`src/rtl/serial_reg_loader.sv`:
```
// Serial command front end: synchronizes a 3-wire serial frame into clk and issues one register-write strobe per valid frame.
// Optional build macro SERIAL_PARITY_EN adds a trailing odd-parity bit to each frame.
module serial_reg_loader #(
  parameter int SYNC_STAGES = 2
) (
  input  logic       clk,
  input  logic       rst_n,
  input  logic       sclk_in,
  input  logic       sdata_in,
  input  logic       cs_n_in,
  output logic       write_strobe,
  output logic [2:0] address,
  output logic [4:0] data,
  output logic       busy,
  output logic       frame_err
);

`ifdef SERIAL_PARITY_EN
  localparam int FrameBits = 9;
`else
  localparam int FrameBits = 8;
`endif

  localparam logic [3:0] CountFull = 4'(FrameBits);
  localparam logic [3:0] CountSat  = 4'(FrameBits + 1);

  typedef enum logic [1:0] {IDLE, SHIFT, ISSUE} state_t;

  state_t               state;
  logic [SYNC_STAGES-1:0] sclkSync;
  logic [SYNC_STAGES-1:0] sdataSync;
  logic [SYNC_STAGES-1:0] csSync;
  logic                 sclkDly;
  logic                 sdataDly;
  logic                 csDly;
  logic                 sclkRise;
  logic                 csRise;
  logic [3:0]           bitCount;
  logic [FrameBits-1:0] shiftReg;
  logic                 parityOk;
  logic [7:0]           payload;

  // Edge pulses are registered so sdataDly lines up with sclkRise, giving the
  // fixed SYNC_STAGES+1 latency from pin to shift register.
  always_ff @(posedge clk or negedge rst_n) begin
    if (!rst_n) begin
      sclkSync  <= '0;
      sdataSync <= '0;
      csSync    <= '1;
      sclkDly   <= 1'b0;
      sdataDly  <= 1'b0;
      csDly     <= 1'b1;
      sclkRise  <= 1'b0;
      csRise    <= 1'b0;
    end else begin
      sclkSync  <= {sclkSync[SYNC_STAGES-2:0], sclk_in};
      sdataSync <= {sdataSync[SYNC_STAGES-2:0], sdata_in};
      csSync    <= {csSync[SYNC_STAGES-2:0], cs_n_in};
      sclkDly   <= sclkSync[SYNC_STAGES-1];
      sdataDly  <= sdataSync[SYNC_STAGES-1];
      csDly     <= csSync[SYNC_STAGES-1];
      sclkRise  <= sclkSync[SYNC_STAGES-1] & ~sclkDly;
      csRise    <= csSync[SYNC_STAGES-1] & ~csDly;
    end
  end

`ifdef SERIAL_PARITY_EN
  assign parityOk = ^shiftReg;
`else
  assign parityOk = 1'b1;
`endif

  assign payload = shiftReg[FrameBits-1 -: 8];
  assign busy    = (state != IDLE);

  // Frame FSM; a cs_n rise wins over a coincident sclk rise, which is dropped.
  always_ff @(posedge clk or negedge rst_n) begin
    if (!rst_n) begin
      state        <= IDLE;
      bitCount     <= '0;
      shiftReg     <= '0;
      address      <= '0;
      data         <= '0;
      write_strobe <= 1'b0;
      frame_err    <= 1'b0;
    end else begin
      write_strobe <= 1'b0;
      case (state)
        IDLE: begin
          if (!csDly) begin
            state    <= SHIFT;
            bitCount <= '0;
            shiftReg <= '0;
          end
        end
        SHIFT: begin
          if (csRise) begin
            if (bitCount == CountFull && parityOk) begin
              state        <= ISSUE;
              address      <= payload[7:5];
              data         <= payload[4:0];
              write_strobe <= 1'b1;
              frame_err    <= 1'b0;
            end else begin
              state     <= IDLE;
              frame_err <= 1'b1;
            end
          end else if (sclkRise) begin
            shiftReg <= {shiftReg[FrameBits-2:0], sdataDly};
            if (bitCount != CountSat) begin
              bitCount <= bitCount + 4'd1;
            end
          end
        end
        ISSUE: begin
          state <= IDLE;
        end
        default: begin
          state <= IDLE;
        end
      endcase
    end
  end

endmodule

```
`config.mk`:
```
export PLATFORM = sky130hd
export DESIGN_NAME = serial_reg_loader
export DESIGN_NICKNAME = d
export VERILOG_FILES = /design/src/rtl/serial_reg_loader.sv
export SDC_FILE = /design/constraint.sdc
export NUM_CORES = 1
export LEC_CHECK = 0
export CAP_MARGIN = 5
export CORE_MARGIN = 8
export CORE_UTILIZATION = 25
export CTS_BUF_LIST = sky130_fd_sc_hd__clkbuf_16
export DETAILED_ROUTE_END_ITERATION = 10
export RECOVER_POWER = 25
export SLEW_MARGIN = 20
export SYNTH_ARGS = -nofsm -noshare
export SYNTH_HDL_FRONTEND = slang
export SYNTH_SLANG_ARGS = --single-unit
export TNS_END_PERCENT = 30
```
`constraint.sdc`:
```
create_clock -name clk -period 2 [get_ports clk]
set_input_delay 0.4 -clock clk [delete_from_list [all_inputs] [get_ports clk]]
set_output_delay 0.4 -clock clk [all_outputs]
set_load 0.005 [all_outputs]
```
-- After elaboration in Yosys (flattened, before gate mapping)
Cells that the tools add are included.
- output and inout bits: 11
- register bits: 35
- bits of input ports: 5
- logic and storage cells: 53
- muxes and demuxes: 17
- $add $sub $neg: 1
- bitwise logic cells: 4
- equal/unequal tests: 8
- reductions and logical operators: 8
- operators by type and width (cell ; count):
    $mux 8 ; 3
    $mux 4 ; 4
    $pmux 8 s2 ; 1
    $ne 2x2->1 const B ; 5
    $pmux 4 s2 ; 1
    $mux 2 ; 3
    $reduce_and 5->1 ; 1
    $add 4x1->4 const B ; 1
    $eq 4x4->1 const B ; 1
    $mux 1 ; 4
    $ne 4x4->1 const B ; 1
    $pmux 2 s2 ; 1
    $reduce_and 2->1 ; 2
    $reduce_and 4->1 ; 1
    $reduce_bool 2->1 ; 2
    $reduce_and 3->1 ; 1
    $and 1x1->1 ; 2
    $eq 2x1->1 const B ; 1
    $logic_not 2->1 ; 1
    $not 1->1 ; 2

-- Logic depth before layout (Yosys ltp)
- depth in word-level cells: 5
- mapped depth: 5
- mapped depth without buffers: 5

-- Worst setup path after synthesis
No wires, ideal clock.
- path kind: reg-to-reg
- from: register bitCount[0]
- to: register address[0]
- slack: 0.354 ns
- period minus slack after synthesis: 1.646 ns
- cell stages (with the launch flop): 6
- path buffers: 0
- data required time: 1.875 ns
- setup time: 0.125 ns
- data arrival time: 1.521 ns
- cells stage by stage: dfrtp_1 inv_1 ha_1 nand4b_1 nor3_4 mux2_4
- word-level cells in the longest chain between the ends: 2
- RTL lines (what ; RTL line ; RTL):
    start, declared ; 38 ; logic [3:0] bitCount;
    start signal, assigned ; 111 ; bitCount <= bitCount + 4'd1;
    $eq 4x4->1 ; 98 ; if (bitCount == CountFull && parityOk) begin
    $reduce_and 3->1 (no line) ; -- ;
    end signal, assigned ; 100 ; address <= payload[7:5];
    end, declared ; 12 ; output logic [2:0] address,
Every way passes these cells.
A chain may end at the register's enable or synchronous reset.

-- Final worst setup path
- from: register state[1]
- to: output busy
- word-level cells in the longest chain between the ends: 1
- RTL lines (what ; RTL line ; RTL):
    start, declared ; 29 ; state_t state;
    start signal, assigned ; 79 ; state <= IDLE;
    start signal, assigned ; 91 ; state <= SHIFT;
    start signal, assigned ; 99 ; state <= ISSUE;
    $reduce_bool 2->1 ; 74 ; assign busy = (state != IDLE);
    end, declared ; 14 ; output logic busy,
Every way passes these cells.

==> qor.yml <==
floorplan:
  fp.coreArea_mm2: 0.00547
  io_pins: 16
  die_y_um: 91.1
  die_area_mm2: 0.00830
  die_w_um: 91.1
  start_util_pct: 25.8
  fp-row-count: 27
drt:
  drc_errors: 0
  drtAntennaViolNets: 0
  routed_wl_mm: 2.65
  drt_iter0_drc: 38
  routedWlPerCell_um: 13.1
  drt_first_pass_iters: 4
  vias_per_cell: 4.37
  via_count: 882
clocking:
  clock_latency_ns: 0.27
  cts.sinks: 35
  ctsLongestPathBuffers: 2
  holdBufCountCts: 0
  cts_root_buf: "clkbuf_16"
  cts.clk_slew.worst_paths_ns: 0.05
  cts_made_buffers: 5
  cts_htree_levels: 2
  cts_tree: "done"
  cts_setup_buffers: 0
yosys:
  async_flop_share_pct: 100
  yosysMostFrequentCell: "dfrtp_1"
  synth_top_area_share_pct: 56.8
  yosysSeqAreaShare_pct: 62.4
  ys.warnings.count: 0
  yosysTopAreaCell: "dfrtp_1"
  synth.area.top_cells: "dfrtp_1 57%, mux2_4 8.5%, nand3_1 6.0%, dfstp_2 5.6%, ha_1 2.7%"
  synth_nets: 115
  synth_common_cells: "32 x dfrtp_1, 17 x nand3_1, 9 x nand2_1, 8 x mux2_4"
  yosys_register_bits: 35
  synth-edff-count: 0
  synth_cell_types: 32
  synth_cells: 107
  syn-cell-area_mm2: 0.00141
  synth.avg_cell_area_um2: 13.2
  synthFlopType: "dfrtp_1"
worst_setup_path:
  ff2ff_path_depth: 6
  r2r_end: "address[0]"
  path_buf_inv: 1
  critPathMaxFanout: 10
  crit_type: "flop to output pin"
  max_stage_delay_ns: 0.48
  worstPathCellList: "or2_2, clkdlybuf4s50_1"
  crit_path_start: "state[1]"
  worstPathArrival_ns: 1.51
  crit_required_ns: 1.60
  timing.rr.start: "bitCount[1]"
  cp_slowest_cell: "dfrtp_2"
  crit_path_end_kind: "output pin"
  critPathTopFamily: "flip-flops"
  r2r_slack_ns: 0.27
  cp-start-kind: "flop"
min_path:
  hold-path-endpoint: "sdataDly"
  hold_path.class: "flop to flop"
  hold_start: "sdataSync[1]"
  worstHoldPathCells: 0
global_route:
  grtUsageTotal_pct: 7.19
  grt_pass1_vias: 992
  grt_start_max_net_pins: 36
  grt_first_pass_wirelength_mm: 4.69
  overflow: 0
  antenna_found_initial: 0
finish:
  n_antenna_cell: 0
  nNetsFinal: 137
  drive_gt1_share_pct: 23.1
  n_fill_cell: 553
  areaGrowthSynthToFinish_pct: 26.8
  final_area_mm2: 0.00179
  register_area_um2: 881
  multiInputGateArea_um2: 480
  final_util_pct: 32.7
timing:
  finalHoldViolations: 0
  report.final.setup_viol: 0
  setup_slack_ns: 0.0941
  fin_crit_sh_pct: 95.3
  period_needed_ns: 1.91
  tightest_slew_ns: 0.840
  rsz0062_at_grt: "no"
  max_freq_ghz: 0.525
  maxSlewHeadroom_pct: 44.0
  setup_tns_ns: 0
  skew_ns: 0.00232
  drv_slew: 0
status:
  outcome: "complete, no violations"
power_and_ir_drop:
  p_per_area_mw_per_mm2: 1160
  ir_drop_uv: 709
  finalPower_mw: 2.08
  p_leak_nw: 0.809
placement:
  dpl_worst_slack_ns: 0.269
  placed_cell_area_mm2: 0.00165
  gp_congestion: 0.784
  dp_hpwl_mm: 1.89
  port_buffers: 15
run:
  maxCapViolCount: 0
## cell type report
class / count / area share, %
clock buffers: 5 / 7.00
well taps: 72 / 5.04
repair buffers: 20 / 10.4
inverters: 4 / 0.840
multi-input cells: 63 / 26.9
flip-flops and latches: 35 / 49.3
clock inverters: 3 / 0.630
## stage by stage
step / instances / hold WS, ns
2_1_floorplan: 107 / 0.104
3_3_place_gp: 194 / 0.332
3_5_place_dp: 194 / 0.343
4_1_cts: 202 / 0.354
5_1_grt: 202 / 0.359
6_report: 202 / 0.348
## cell usage in the layout (no fill, tap or decap), drive strengths merged
master,n
dfrtp,32
nand3,17
clkdlybuf4s50,11
nand2,9
mux2,9
clkbuf,6
inv,5
dlygate4sd3,4
buf,4
nor3,4
ha,3
dfstp,3
nor2b,2
o21ai,2
nor2,2
clkinv,2
o32a,2
or2,1
nand4b,1
and4bb,1
nand4,1
nand4bb,1
or3,1
mux2i,1
and2b,1
a21oi,1
and3,1
a311o,1
and2,1
a211oi,1
## flip-flops by register name, summed over array words and instances, names as in the netlist
register / cells
csRise: 1
csDly: 1
data: 5
sclkRise: 1
sclkDly: 1
state: 2
csSync: 2
sdataDly: 1
address: 3
payload: 8
bitCount: 4
sdataSync: 2
sclkSync: 2
write_strobe: 1
frame_err: 1
## layer usage
metal / up-vias / wire length [um] / global-route usage, %
met2: 22 / 1320 / 11.9
met3: 6 / 160 / 3.21
met5: - / 0 / 0
met1: 437 / 1120 / 7.55
li1: 417 / - / -
met4: 0 / 54 / 3.96
## worst max-delay path by stage
stage | cells after the start | slack, ns | end
floorplan | 5 | 0.35 | address[0]
global placement | 6 | 0.30 | data[2]
detailed placement | 6 | 0.27 | address[0]
CTS | 2 | 0.02 | busy
global route | 2 | 0.05 | busy
finish | 2 | 0.09 | busy
## power by group
part	switching (mW)	internal, mW
registers	0.107	0.812
clock network	0.256	0.447
logic	0.213	0.239
## kinds of logic (layout without fill, tap and decap cells)
group	count (synthesis)	count (layout)	synth area share [%]
AO/OA/AOI/OAI	7	7	3.82
adder cells (fa/ha/maj)	3	3	2.66
buffers and inverters	9	32	3.55
flip-flops	35	35	62.4
multiplexers	10	10	10.0
AND/OR/NAND/NOR	43	43	17.6
## what timing repair did
item,4_1_cts,5_1_grt
setup endpoints to repair,0,1
resized for setup,0,1
hold endpoints to repair,0,0
Power figures use the tool's default switching activity.
